==> config.mk <==
export PLATFORM = sky130hd
export DESIGN_NAME = serial_addsub
export DESIGN_NICKNAME = d
export VERILOG_FILES = /design/src/rtl/serial_arith_pkg.sv /design/src/rtl/serial_addsub_slice.sv /design/src/rtl/serial_addsub.sv
export SDC_FILE = /design/constraint.sdc
export NUM_CORES = 1
export LEC_CHECK = 0
export CORE_MARGIN = 10
export CORE_UTILIZATION = 58
export CTS_BUF_LIST = sky130_fd_sc_hd__clkbuf_2
export DETAILED_ROUTE_END_ITERATION = 8
export PLACE_DENSITY = 0.86
export SETUP_SLACK_MARGIN = 0.05
export SLEW_MARGIN = 20
export SYNTH_ARGS = -nofsm -noshare
export SYNTH_HDL_FRONTEND = slang
export SYNTH_HIERARCHICAL = 1
export SYNTH_SLANG_ARGS = --single-unit
==> constraint.sdc <==
create_clock -name clk -period 2.4 [get_ports clk]
set_input_delay 0.48 -clock clk [delete_from_list [all_inputs] [get_ports clk]]
set_output_delay 0.48 -clock clk [all_outputs]
set_load 0.01 [all_outputs]
==> src/rtl/serial_arith_pkg.sv <==
// Shared types and helpers for the serial add/subtract datapath.
package serial_arith_pkg;

   typedef enum logic [1:0] {
      IDLE  = 2'd0,
      SHIFT = 2'd1,
      DONE  = 2'd2
   } state_t;

   localparam logic MODE_ADD = 1'b0;
   localparam logic MODE_SUB = 1'b1;

   // The counter is one bit wider than clog2(N) so it can also hold N itself.
   function automatic int cnt_width(input int n);
      return $clog2(n) + 1;
   endfunction

endpackage

==> src/rtl/serial_addsub_slice.sv <==
// Combinational BITS_PER_CYCLE-bit ripple adder slice.
// msb_cin is the carry entering the top bit, which is needed for signed overflow.
module serial_addsub_slice #(
   parameter int BITS_PER_CYCLE = 1
) (
   input  logic [BITS_PER_CYCLE-1:0] a,
   input  logic [BITS_PER_CYCLE-1:0] b,
   input  logic                      cin,
   output logic [BITS_PER_CYCLE-1:0] sum,
   output logic                      cout,
   output logic                      msb_cin
);

   logic [BITS_PER_CYCLE:0] w_c;

   assign w_c[0] = cin;

   // Full-adder chain, one bit per generate iteration.
   for (genvar i = 0; i < BITS_PER_CYCLE; i++) begin : g_fa
      assign sum[i]    = a[i] ^ b[i] ^ w_c[i];
      assign w_c[i+1]  = (a[i] & b[i]) | (w_c[i] & (a[i] ^ b[i]));
   end

   assign cout    = w_c[BITS_PER_CYCLE];
   assign msb_cin = w_c[BITS_PER_CYCLE-1];

endmodule

==> src/rtl/serial_addsub.sv <==
// Multi-bit-per-cycle serial adder/subtractor behind a start/done handshake.
// Subtraction is done as A + ~B + 1; the borrow is the inverted final carry.
module serial_addsub
   import serial_arith_pkg::*;
#(
   parameter int WIDTH          = 8,
   parameter int BITS_PER_CYCLE = 1
) (
   input  logic             clk,
   input  logic             rst,
   input  logic             start,
   input  logic             sub,
   input  logic [WIDTH-1:0] data_a,
   input  logic [WIDTH-1:0] data_b,
   output logic [WIDTH:0]   result,
   output logic             overflow,
   output logic             busy,
   output logic             done
);

   localparam int N  = WIDTH / BITS_PER_CYCLE;
   localparam int CW = cnt_width(N);

   // Reject configurations the shifter cannot handle.
   if (WIDTH < 2 || (WIDTH % BITS_PER_CYCLE) != 0) begin : g_bad_param
      $error("serial_addsub: WIDTH must be >= 2 and divisible by BITS_PER_CYCLE");
   end

   state_t                    r_state;
   logic [WIDTH-1:0]          r_a;
   logic [WIDTH-1:0]          r_b;
   logic [WIDTH-1:0]          r_acc;
   logic                      r_carry;
   logic                      r_mode;
   logic                      r_msb_cin;
   logic [CW-1:0]             r_cnt;
   logic [WIDTH:0]            r_result;
   logic                      r_overflow;
   logic                      r_busy;
   logic                      r_done;

   logic [BITS_PER_CYCLE-1:0] w_sum;
   logic                      w_cout;
   logic                      w_msb_cin;
   logic [WIDTH+BITS_PER_CYCLE-1:0] w_acc_cat;
   logic [WIDTH-1:0]          w_acc_next;

   serial_addsub_slice #(
      .BITS_PER_CYCLE(BITS_PER_CYCLE)
   ) u_slice (
      .a       (r_a[BITS_PER_CYCLE-1:0]),
      .b       (r_b[BITS_PER_CYCLE-1:0]),
      .cin     (r_carry),
      .sum     (w_sum),
      .cout    (w_cout),
      .msb_cin (w_msb_cin)
   );

   // New slice enters from the MSB side; written this way so BPC == WIDTH also works.
   assign w_acc_cat  = {w_sum, r_acc} >> BITS_PER_CYCLE;
   assign w_acc_next = w_acc_cat[WIDTH-1:0];

   // Control FSM, datapath registers and registered outputs.
   always_ff @(posedge clk) begin
      if (rst) begin
         r_state    <= IDLE;
         r_a        <= '0;
         r_b        <= '0;
         r_acc      <= '0;
         r_carry    <= 1'b0;
         r_mode     <= MODE_ADD;
         r_msb_cin  <= 1'b0;
         r_cnt      <= '0;
         r_result   <= '0;
         r_overflow <= 1'b0;
         r_busy     <= 1'b0;
         r_done     <= 1'b0;
      end else begin
         case (r_state)
            IDLE: begin
               r_done <= 1'b0;
               if (start) begin
                  r_a     <= data_a;
                  r_b     <= (sub == MODE_SUB) ? ~data_b : data_b;
                  r_carry <= (sub == MODE_SUB);
                  r_mode  <= sub;
                  r_cnt   <= '0;
                  r_busy  <= 1'b1;
                  r_state <= SHIFT;
               end
            end
            SHIFT: begin
               r_acc   <= w_acc_next;
               r_a     <= r_a >> BITS_PER_CYCLE;
               r_b     <= r_b >> BITS_PER_CYCLE;
               r_carry <= w_cout;
               r_cnt   <= r_cnt + CW'(1);
               if (r_cnt == CW'(N - 1)) begin
                  // Only the final slice holds the true MSB position.
                  r_msb_cin <= w_msb_cin;
                  r_state   <= DONE;
               end
            end
            DONE: begin
               r_result   <= {((r_mode == MODE_SUB) ? ~r_carry : r_carry), r_acc};
               r_overflow <= r_msb_cin ^ r_carry;
               r_done     <= 1'b1;
               r_busy     <= 1'b0;
               r_state    <= IDLE;
            end
            default: r_state <= IDLE;
         endcase
      end
   end

   assign result   = r_result;
   assign overflow = r_overflow;
   assign busy     = r_busy;
   assign done     = r_done;

endmodule

== Word level (Yosys, flattened, before mapping) ==
Cells that the tools add are included.

* Logic and storage cells: 50
* Bits in registers: 45
* Input port bits: 20
* Output and inout port bits: 12

* Add/subtract/negate cells: 1
* Reduce and logical (&&, ||, !) cells: 8
* Muxes and demuxes: 16
* Eq/ne operators: 5
* Bitwise operators: 8

{| class="wikitable"
|+ Operator list
! operator !! count
|-
| $pmux 8 s2 || 2
|-
| $mux 8 || 3
|-
| $reduce_and 2->1 || 5
|-
| $not 8->8 || 1
|-
| $pmux 4 s2 || 1
|-
| $pmux 1 s2 || 3
|-
| $add 4x1->4 const B || 1
|-
| $eq 4x3->1 const B || 1
|-
| $mux 2 || 2
|-
| $mux 4 || 1
|-
| $ne 2x2->1 const B || 2
|-
| $pmux 2 s2 || 1
|-
| $reduce_bool 2->1 || 2
|-
| $mux 1 || 3
|-
| $xor 1x1->1 || 3
|-
| $and 1x1->1 || 2
|-
| $eq 2x1->1 const B || 1
|-
| $eq 2x2->1 const B || 1
|-
| $logic_not 2->1 || 1
|-
| $not 1->1 || 1
|-
| $or 1x1->1 || 1
|}

== Depth between registers and ports, before layout ==
Gate-level depths: netlist of the first run.

* Word-level depth: 4
* Depth in mapped cells: 5
* Gate-level depth less buffers: 4

== Cells and area by module ==
Netlist of the first run, hierarchy kept.

{| class="wikitable"
|+ By module, submodules not included
! module !! seq. area each (um^2) !! area an instance (um^2) !! instances !! cells an instance
|-
| serial_addsub || 900.9 || 1870.5 || 1 || 212
|-
| serial_addsub_slice || 0.0 || 27.5 || 1 || 2
|}

== Worst setup path before layout of the first run ==
Ideal clock, no wire load.

* Kind: input to register
* Start: in sub
* End: reg r_carry
* Path buffers: 1
* Arrival: 1.218 ns
* Slack: 1.050 ns
* Stages on the path: 4
* Setup time: 0.132 ns
* Required time: 2.268 ns
* Cell sequence: buf_2 or3b_1 a21oi_1 nor3_1

* Word-level cells in the longest chain between the ends: 2

{| class="wikitable"
|+ Ends and longest elaborated chain
! element !! line !! RTL
|-
| from (decl) || serial_addsub.sv:12 || <nowiki>input logic sub,</nowiki>
|-
| $mux 1 || serial_addsub.sv:82 || <nowiki>if (start) begin</nowiki>
|-
| $pmux 1 s2 || serial_addsub.sv:79 || <nowiki>case (r_state)</nowiki>
|-
| to (signal assigned) || serial_addsub.sv:85 || <nowiki>r_carry <= (sub == MODE_SUB);</nowiki>
|-
| to (signal assigned) || serial_addsub.sv:96 || <nowiki>r_carry <= w_cout;</nowiki>
|-
| to (decl) || serial_addsub.sv:33 || <nowiki>logic r_carry;</nowiki>
|}

No other way between the ends. The select of a mux whose other input is x is not followed.
A chain may end at the register's enable or synchronous reset.

== Worst setup path after layout of the first run ==
* Start: reg r_result[3] (netlist: result[3])
* End: out result[3]

{| class="wikitable"
|+ RTL lines
! element !! line !! RTL
|-
| from (decl) || serial_addsub.sv:37 || <nowiki>logic [WIDTH:0] r_result;</nowiki>
|-
| from (signal assigned) || serial_addsub.sv:105 || <nowiki>r_result <= {((r_mode == MODE_SUB) ? ~r_carry : r_carry), r_acc};</nowiki>
|-
| to (decl) || serial_addsub.sv:15 || <nowiki>output logic [WIDTH:0] result,</nowiki>
|}

No word-level cell between the ends.

==> summary.md, run 1 <==
| Metric | Value |
|---|---|
| RSZ-0062 raised after global routing | no |
| Max Clock Freq | 549 MHz |
| Max VDD drop | 0.342 mV |
| Sink Count | 45 |
| Distinct cells, synth | 35 |
| CTS root buf | clkbuf_2 |
| Simple-Gate Fraction of Synth Area | 0.190 |
| CTS tree | done |
| Period Utilization, post-route | 0.759 |
| Longest Clk Path Bufs | 2 |
| Slew @ Worst Pin | roughly 0.54 ns |
| IO buf count | 31 |
| Layout cells sized above 1 | 0.0711 |
| Largest net degree at the start of global routing | 27 |
| Post-cts resize count | 0 |
| Hold-fix buffers, CTS | 0 |
| First-pass GRT wire length | around 6400 um |
| GRT Residual Overflow | 0 |
| Max Slew Vio Count | 0 |
| Critical Setup Path Class | flop to output port |
| GR Util met1 | 0.158 |
| H-tree depth | 2 |
| XOR/XNOR share of the synthesized area | 0.0461 |
| Synthesized area | 1900 um2 |
| Critical Path End Type | output port |
| Vias in the first global route | 1407 |
| WP buf/inv | 1 |
| Yosys Warn Count | 6 |
| Layout Nets | approximately 260 |
| Crit path time final | 1.82 ns |
| FF/Latch Area | between 900 and 1000 um2 |
| Worst-Skew Late Latency | approximately 0.4 ns |
| Worst path top cell family by delay | buffers and inverters |
| Hold_ws | between 0.4 and 0.5 ns |
| Die area | ~6000 um2 |
| Largest family of logic cells by synthesized area | compound AO/OA/AOI/OAI gates |
| Setup-failing EPs final | 0 |
| First-pass DRT Iterations | 8 |
| Number of remaining DRC errors | 0 |
| CTS buffer count | 5 |
| Critical Path RT | ~1.9 ns |
| Max_slew headroom | 0.637 |
| Post-DRT Antenna Nets | 0 |
| Post-synthesis compound-gate area fraction | 0.206 |
| Global Route met3 Usage | 0.0385 |
| Avg Synthesized Cell Area | ~8.9 um2 |
| Worst Clk Skew | between 0.01 and 0.015 ns |
| Die Height | between 70 and 80 um |
| Row count | 20 |
| GR Util met2 | 0.190 |
| Startpoint Class | flop |
| Critical Path Max Stage Delay | 0.55 ns |
| Violation count after the first detailed-route iteration | between 150 and 200 |
| Post-DP HPWL | approximately 2600 um |
| Final hold violation count | 0 |
| DR WL/cell | 13.2 um |
| Initial antenna violation count | 1 |
| Synth Net Count | 236 |
| Via count | approximately 1500 |
| Initial core utilization | 0.612 |
| Flops & latches, synth | 45 |
| Max cap viols | 0 |
| Post-synthesis mux area share | 0.00527 |
| Post-Syn Instances | around 210 |
| Post-synthesis sequential area ratio | 0.475 |
| Crit-path slowest cell | clkdlybuf4s50_1 |
| Setup TNS | 0 ns |
| I/O pin total | 32 |
| Global Route Usage Sum | 0.129 |
| Max Fanout on Critical Path | 2 |
| Area share of fa/ha/maj cells after synthesis | 0.0171 |
| Fillers | around 270 |
| CP arrival | roughly 1.3 ns |
| CTS clk-pin slew, worst paths | between 0.2 and 0.25 ns |
| Die width | around 77 um |
| Area Growth Syn to Fin | 17.1% |
| GR peak layer | met2 |
| Critical path, cell by cell | clkdlybuf4s50_1 |
| Hold crit path type | flop to flop |
| Leakage | 0.768 nW |
| Area of the multi-input gates | about 880 um2 |
| PwrDens | around 580 nW/um2 |
| GPL Wtd Cong | roughly 0.74 |
| Setup bufs post-CTS | 0 |
| Outcome | finished clean |
| Routed wire length | 3750 um |
| DR vias/cell | approximately 5.4 |
| Core Region | between 3000 and 4000 um2 |
## flip-flops by register name, summed over array words and instances, names as in the netlist
register   cells
r_b            8
done           1
r_carry        1
busy           1
r_msb_cin      1
result         9
r_cnt          4
r_mode         1
overflow       1
r_a            8
r_state        2
r_acc          8
## routing by layer
layer  up-vias  share of wire  routed length, um
met1       703           0.48               1790
li1        783              -                  -
met4         0          0.017                 64
met5         -              0                  0
met3         7          0.060                224
met2        32           0.45               1670
## synth_stat cells
cell type / count / area [um2]
fa_1: 1 / 20.0
buf_4: 4 / 30.0
a31oi_1: 1 / 6.26
o211a_1: 1 / 10.0
clkbuf_1: 5 / 18.8
a21oi_1: 30 / 150
a311oi_2: 1 / 15.0
nor3_1: 4 / 20.0
buf_6: 3 / 33.8
nand2b_1: 2 / 12.5
nand2b_4: 1 / 13.8
nor3b_4: 1 / 18.8
a22oi_1: 8 / 60.1
nor2b_1: 1 / 6.26
nand2_1: 44 / 165
o21ba_1: 1 / 10.0
nand2b_2: 1 / 8.76
nor2_1: 14 / 52.6
xnor2_1: 9 / 78.8
nand3_1: 2 / 10.0
o21ai_1: 1 / 5.00
or3_1: 2 / 12.5
ha_1: 1 / 12.5
mux2i_1: 1 / 10.0
a211oi_2: 1 / 12.5
inv_1: 2 / 7.51
or3b_1: 1 / 8.76
nand3b_1: 3 / 22.5
nor2b_2: 1 / 8.76
o22ai_1: 7 / 43.8
buf_2: 5 / 25.0
o21bai_4: 1 / 18.8
dfxtp_1: 45 / 901
a211oi_1: 8 / 60.1
xor2_1: 1 / 8.76
## where the power goes
| group | internal (mW) | switching, mW |
|---|---|---|
| registers | 0.781 | 0.0278 |
| logic | 0.0882 | 0.0884 |
| clock network | 0.0680 | 0.225 |
## layout make-up
cell class / instances / share of cell area
multi-input cells: 150 / 0.397
diodes: 1 / 0.00113
clock inverters: 1 / 0.00169
clock buffers: 6 / 0.0135
flip-flops and latches: 45 / 0.405
repair buffers: 35 / 0.153
well taps: 44 / 0.0248
inverters: 2 / 0.00338
## logic make-up after synthesis
family                     after synthesis
buffers and inverters                   19
and+or+nand+nor                         77
DFF                                     45
xor gates and xnor gates                10
muxes                                    1
AOI/OAI and AO/OA                       60
adders and majority gates                2
## path summary, 6_finish.rpt
check | slack [ns] | endpoint | from | cells past startpoint
worst max-delay path | 0.58 | result[3] | result[3] | 1
worst min-delay path | 0.47 | result[2] | result[2] | 2
worst max register to register | 0.71 | r_a[1] | r_state[0] | 4
worst min register to register | 0.47 | result[2] | result[2] | 2
## through the flow
| step | util | area [um2] | power (mW) | std cells | setup WS, ns |
|---|---|---|---|---|---|
| after floorplan | - | 1900 | 0.949 | 214 | 1.05 |
| after global placement | 0.704 | 2190 | 0.997 | 276 | 0.555 |
| after detailed placement | 0.704 | 2190 | 1.00 | 276 | 0.490 |
| after CTS | 0.715 | 2220 | 1.28 | 283 | 0.551 |
| after global routing | 0.716 | 2220 | 1.33 | 284 | 0.501 |
| final | 0.716 | 2220 | 1.28 | 284 | 0.578 |
## cells in the final DEF (no fill, tap or decap)
master / Yosys / routed
dfxtp_1: 45 / 45
nand2_1: 44 / 44
clkdlybuf4s50_1: 0 / 31
a21oi_1: 30 / 30
nor2_1: 14 / 14
xnor2_1: 9 / 9
a211oi_1: 8 / 8
a22oi_1: 8 / 8
o22ai_1: 7 / 7
clkbuf_2: 0 / 6
nor3_1: 4 / 4
buf_4: 4 / 4
nand3b_1: 3 / 3
nand2b_1: 2 / 2
inv_1: 2 / 2
or3_1: 2 / 2
nand3_1: 2 / 2
diode_2: 0 / 1
nor2b_2: 1 / 1
nor2b_1: 1 / 1
nor3b_4: 1 / 1
o21ba_1: 1 / 1
nand2b_4: 1 / 1
a311oi_2: 1 / 1
o21bai_4: 1 / 1
a211oi_2: 1 / 1
xor2_1: 1 / 1
or3b_1: 1 / 1
mux2i_1: 1 / 1
o21ai_1: 1 / 1
a31oi_1: 1 / 1
nand2b_2: 1 / 1
o211a_1: 1 / 1
ha_1: 1 / 1
clkinv_1: 0 / 1
fa_1: 1 / 1
(Power assumes the default switching activity.)
==> run 2: changes to the inputs <==
--- a/config.mk
+++ b/config.mk
@@ -6,10 +6,10 @@
 export NUM_CORES = 1
 export LEC_CHECK = 0
 export CORE_MARGIN = 10
-export CORE_UTILIZATION = 58
+export CORE_UTILIZATION = 49
 export CTS_BUF_LIST = sky130_fd_sc_hd__clkbuf_2
 export DETAILED_ROUTE_END_ITERATION = 8
-export PLACE_DENSITY = 0.86
+export PLACE_DENSITY = 0.77
 export SETUP_SLACK_MARGIN = 0.05
 export SLEW_MARGIN = 20
 export SYNTH_ARGS = -nofsm -noshare
==> constraint.sdc (replaced) <==
create_clock -name clk -period 1.6 [get_ports clk]
set_input_delay 0.32 -clock clk [delete_from_list [all_inputs] [get_ports clk]]
set_output_delay 0.32 -clock clk [all_outputs]
set_load 0.01 [all_outputs]
==> run 2 against run 1 <==
  * Via count up 0.98%
  * Critical path depth rose by 3
  * Global-route usage shrank 0.82 points
  * Core utilization shrank 9.6 points
  * Clock skew is 0.0037 ns higher
  * Wire length grew 1.3%
  * Non-clock buffer count grew 9
  * Critical path type is now flop to flop
==> summary.md, run 2 (synthesized netlist as in run 1, its figures left out) <==
| Metric | Value |
|---|---|
| Initial antenna violation count | 0 (-1) |
| Die Height | 82.2 um (+6.5%) |
| Largest net degree at the start of global routing | 25 (-7.4%) |
| Max_slew headroom | 0.781 (+0.145) |
| Sw Pwr | 511 uW (+50%) |
| Max Fanout on Critical Path | 4 (+2) |
| Setup-failing EPs final | 0 (unchanged) |
| Worst Clk Skew | 0.0170 ns (+0.00367 ns) |
| Worst-Skew Late Latency | 0.40 ns (about the same) |
| Number of remaining DRC errors | 0 (unchanged) |
| Leakage | 0.880 nW (+15%) |
| Violation count after the first detailed-route iteration | 95 (-38%) |
| Initial core utilization | 0.511 (-0.101) |
| Hold-fix buffers, CTS | 0 (unchanged) |
| Post-DRT Antenna Nets | 0 (unchanged) |
| Dpl ws | -0.101 ns (-0.591 ns) |
| Post-cts resize count | 15 (+15) |
| Startpoint Class | flop |
| Critical path, cell by cell | ha_1, nand3b_1, or3_1, a21oi_1 |
| Sink Count | 45 (unchanged) |
| Vias in the first global route | 1462 (+3.9%) |
| RSZ-0062 raised after global routing | no |
| Max VDD drop | 0.491 mV (+44%) |
| IO buf count | 31 (unchanged) |
| DR WL/cell | 12.8 um (-2.9%) |
| Post-Layout Cell Count | 296 (+4.2%) |
| Switching portion of total power | 0.263 (-0.00378) |
| Core Region | 3720 um2 (+20%) |
| Setup bufs post-CTS | 0 (unchanged) |
| Outcome | finished clean |
| Commonest non-fill, non-tap cell in the layout | nand2_1 |
| Row count | 22 (+10%) |
| CP arrival | 1.70 ns (+0.36 ns) |
| Final hold violation count | 0 (unchanged) |
| CTS buffer count | 5 (unchanged) |
| Commonest non-fill, non-tap cells in the layout | nand2_1, dfxtp_1, a21oi_1 |
| CTS root buf | clkbuf_2 |
| Longest Clk Path Bufs | 2 (unchanged) |
| GPL Wtd Cong | 0.761 (+2.7%) |
| Via count | 1540 (+0.98%) |
| GRT Residual Overflow | 0 (unchanged) |
| Period Utilization, post-route | 0.853 |
| Setup TNS | 0 ns (unchanged) |
| Critical Setup Path Class | flop to flop |
| H-tree depth | 2 (unchanged) |
| Finished Core Util | 0.621 (-0.0956) |
| Critical Path Max Stage Delay | 0.43 ns (-0.12 ns) |
| Crit path time final | 1.36 ns |
| DR vias/cell | 5.20 (-3.1%) |
| Hold crit path type | input port to flop |
| Antenna cell count | 0 (-1) |
| Layout cells sized above 1 | 0.117 (+0.0458) |
| Seq pwr share | 0.622 (-0.011) |
| PnR worst setup slack | 0.235 ns (-0.342 ns) |
| I/O pin total | 32 (unchanged) |
| Power share of the clock group | 0.223 (-0.006) |
| Die area | 6760 um2 (+13%) |
| CTS clk-pin slew, worst paths | 0.21 ns (about the same) |
| Global Route Usage Sum | 0.120 (-0.00825) |
| Cells after DPL | 289 (+4.7%) |
| Crit-path slowest cell | dfxtp_1 |
| CTS tree | done |
| Area Growth Syn to Fin | 21.5% |
| Critical Path RT | 1.94 ns (+0.02 ns) |
| Slew @ Worst Pin | 0.328 ns (-0.216 ns) |
| Layout Nets | 270 (+3.4%) |
| Comb power frac | 0.155 (+0.017) |
| Routed wire length | 3790 um (+1.3%) |
| Max Slew Vio Count | 0 (unchanged) |
| Internal power | 1.43 mW (+53%) |
| Post-DP HPWL | 2790 um (+5.7%) |
| Max Clock Freq | ~730 MHz |
| Die width | 82.2 um (+6.5%) |
| Max cap viols | 0 (unchanged) |
| Max reg flops | 9 (unchanged) |
| First-pass GRT wire length | 6450 um (+0.44%) |
| PwrDens | 842 nW/um2 (+46%) |
| Critical Path End Type | flop |
| First-pass DRT Iterations | 4 (-4) |
## run 2: cell type report
class                           instances  area, um2
Fill cell                             346       1410
Timing Repair Buffer                   44        418
Clock buffer                            6       30.0
Multi-Input combinational cell        150        882
Inverter                                2       7.51
Clock inverter                          1       3.75
Tap cell                               48       60.1
Sequential cell                        45        905
## run 2: routing by layer
metal,vias to the layer above,global-route usage,wire (um)
li1,803,-,-
met1,703,0.143,1710
met2,28,0.194,1840
met3,6,0.0356,175
met4,0,0.0578,65
met5,-,0,0
## run 2: power groups by stage
stage / Sequential (mW) / Combinational (mW) / Clock (mW)
after CTS: 1.21 / 0.303 / 0.447
final: 1.21 / 0.300 / 0.434
after floorplan: 1.22 / 0.203 / 0
after detailed placement: 1.23 / 0.303 / 0
after global placement: 1.23 / 0.300 / 0
after global routing: 1.22 / 0.330 / 0.502
## run 2: stage by stage
step	total power, mW	cell area, um2	hold slack (ns)
after floorplan	1.42	1900	0.432
after global placement	1.53	2280	0.443
after detailed placement	1.53	2280	0.449
after CTS	1.96	2310	0.420
after global routing	2.05	2310	0.405
final	1.94	2310	0.435
## run 2: critical path: cells and delay by family, from the launching register on
kind / cells / cell delay (ns)
AOI/OAI and AO/OA: 1 / 0.12
and+or+nand+nor: 2 / 0.54
adders and majority gates: 1 / 0.22
DFF: 1 / 0.43
## run 2: path summary, 6_finish.rpt
kind | start | depth (start not counted) | slack, ns | to
worst max-delay path | r_cnt[0] | 4 | 0.24 | r_msb_cin
worst min-delay path | data_a[2] | 3 | 0.44 | r_a[2]
worst max register to register | r_cnt[0] | 4 | 0.24 | r_msb_cin
worst min register to register | result[3] | 2 | 0.46 | result[3]
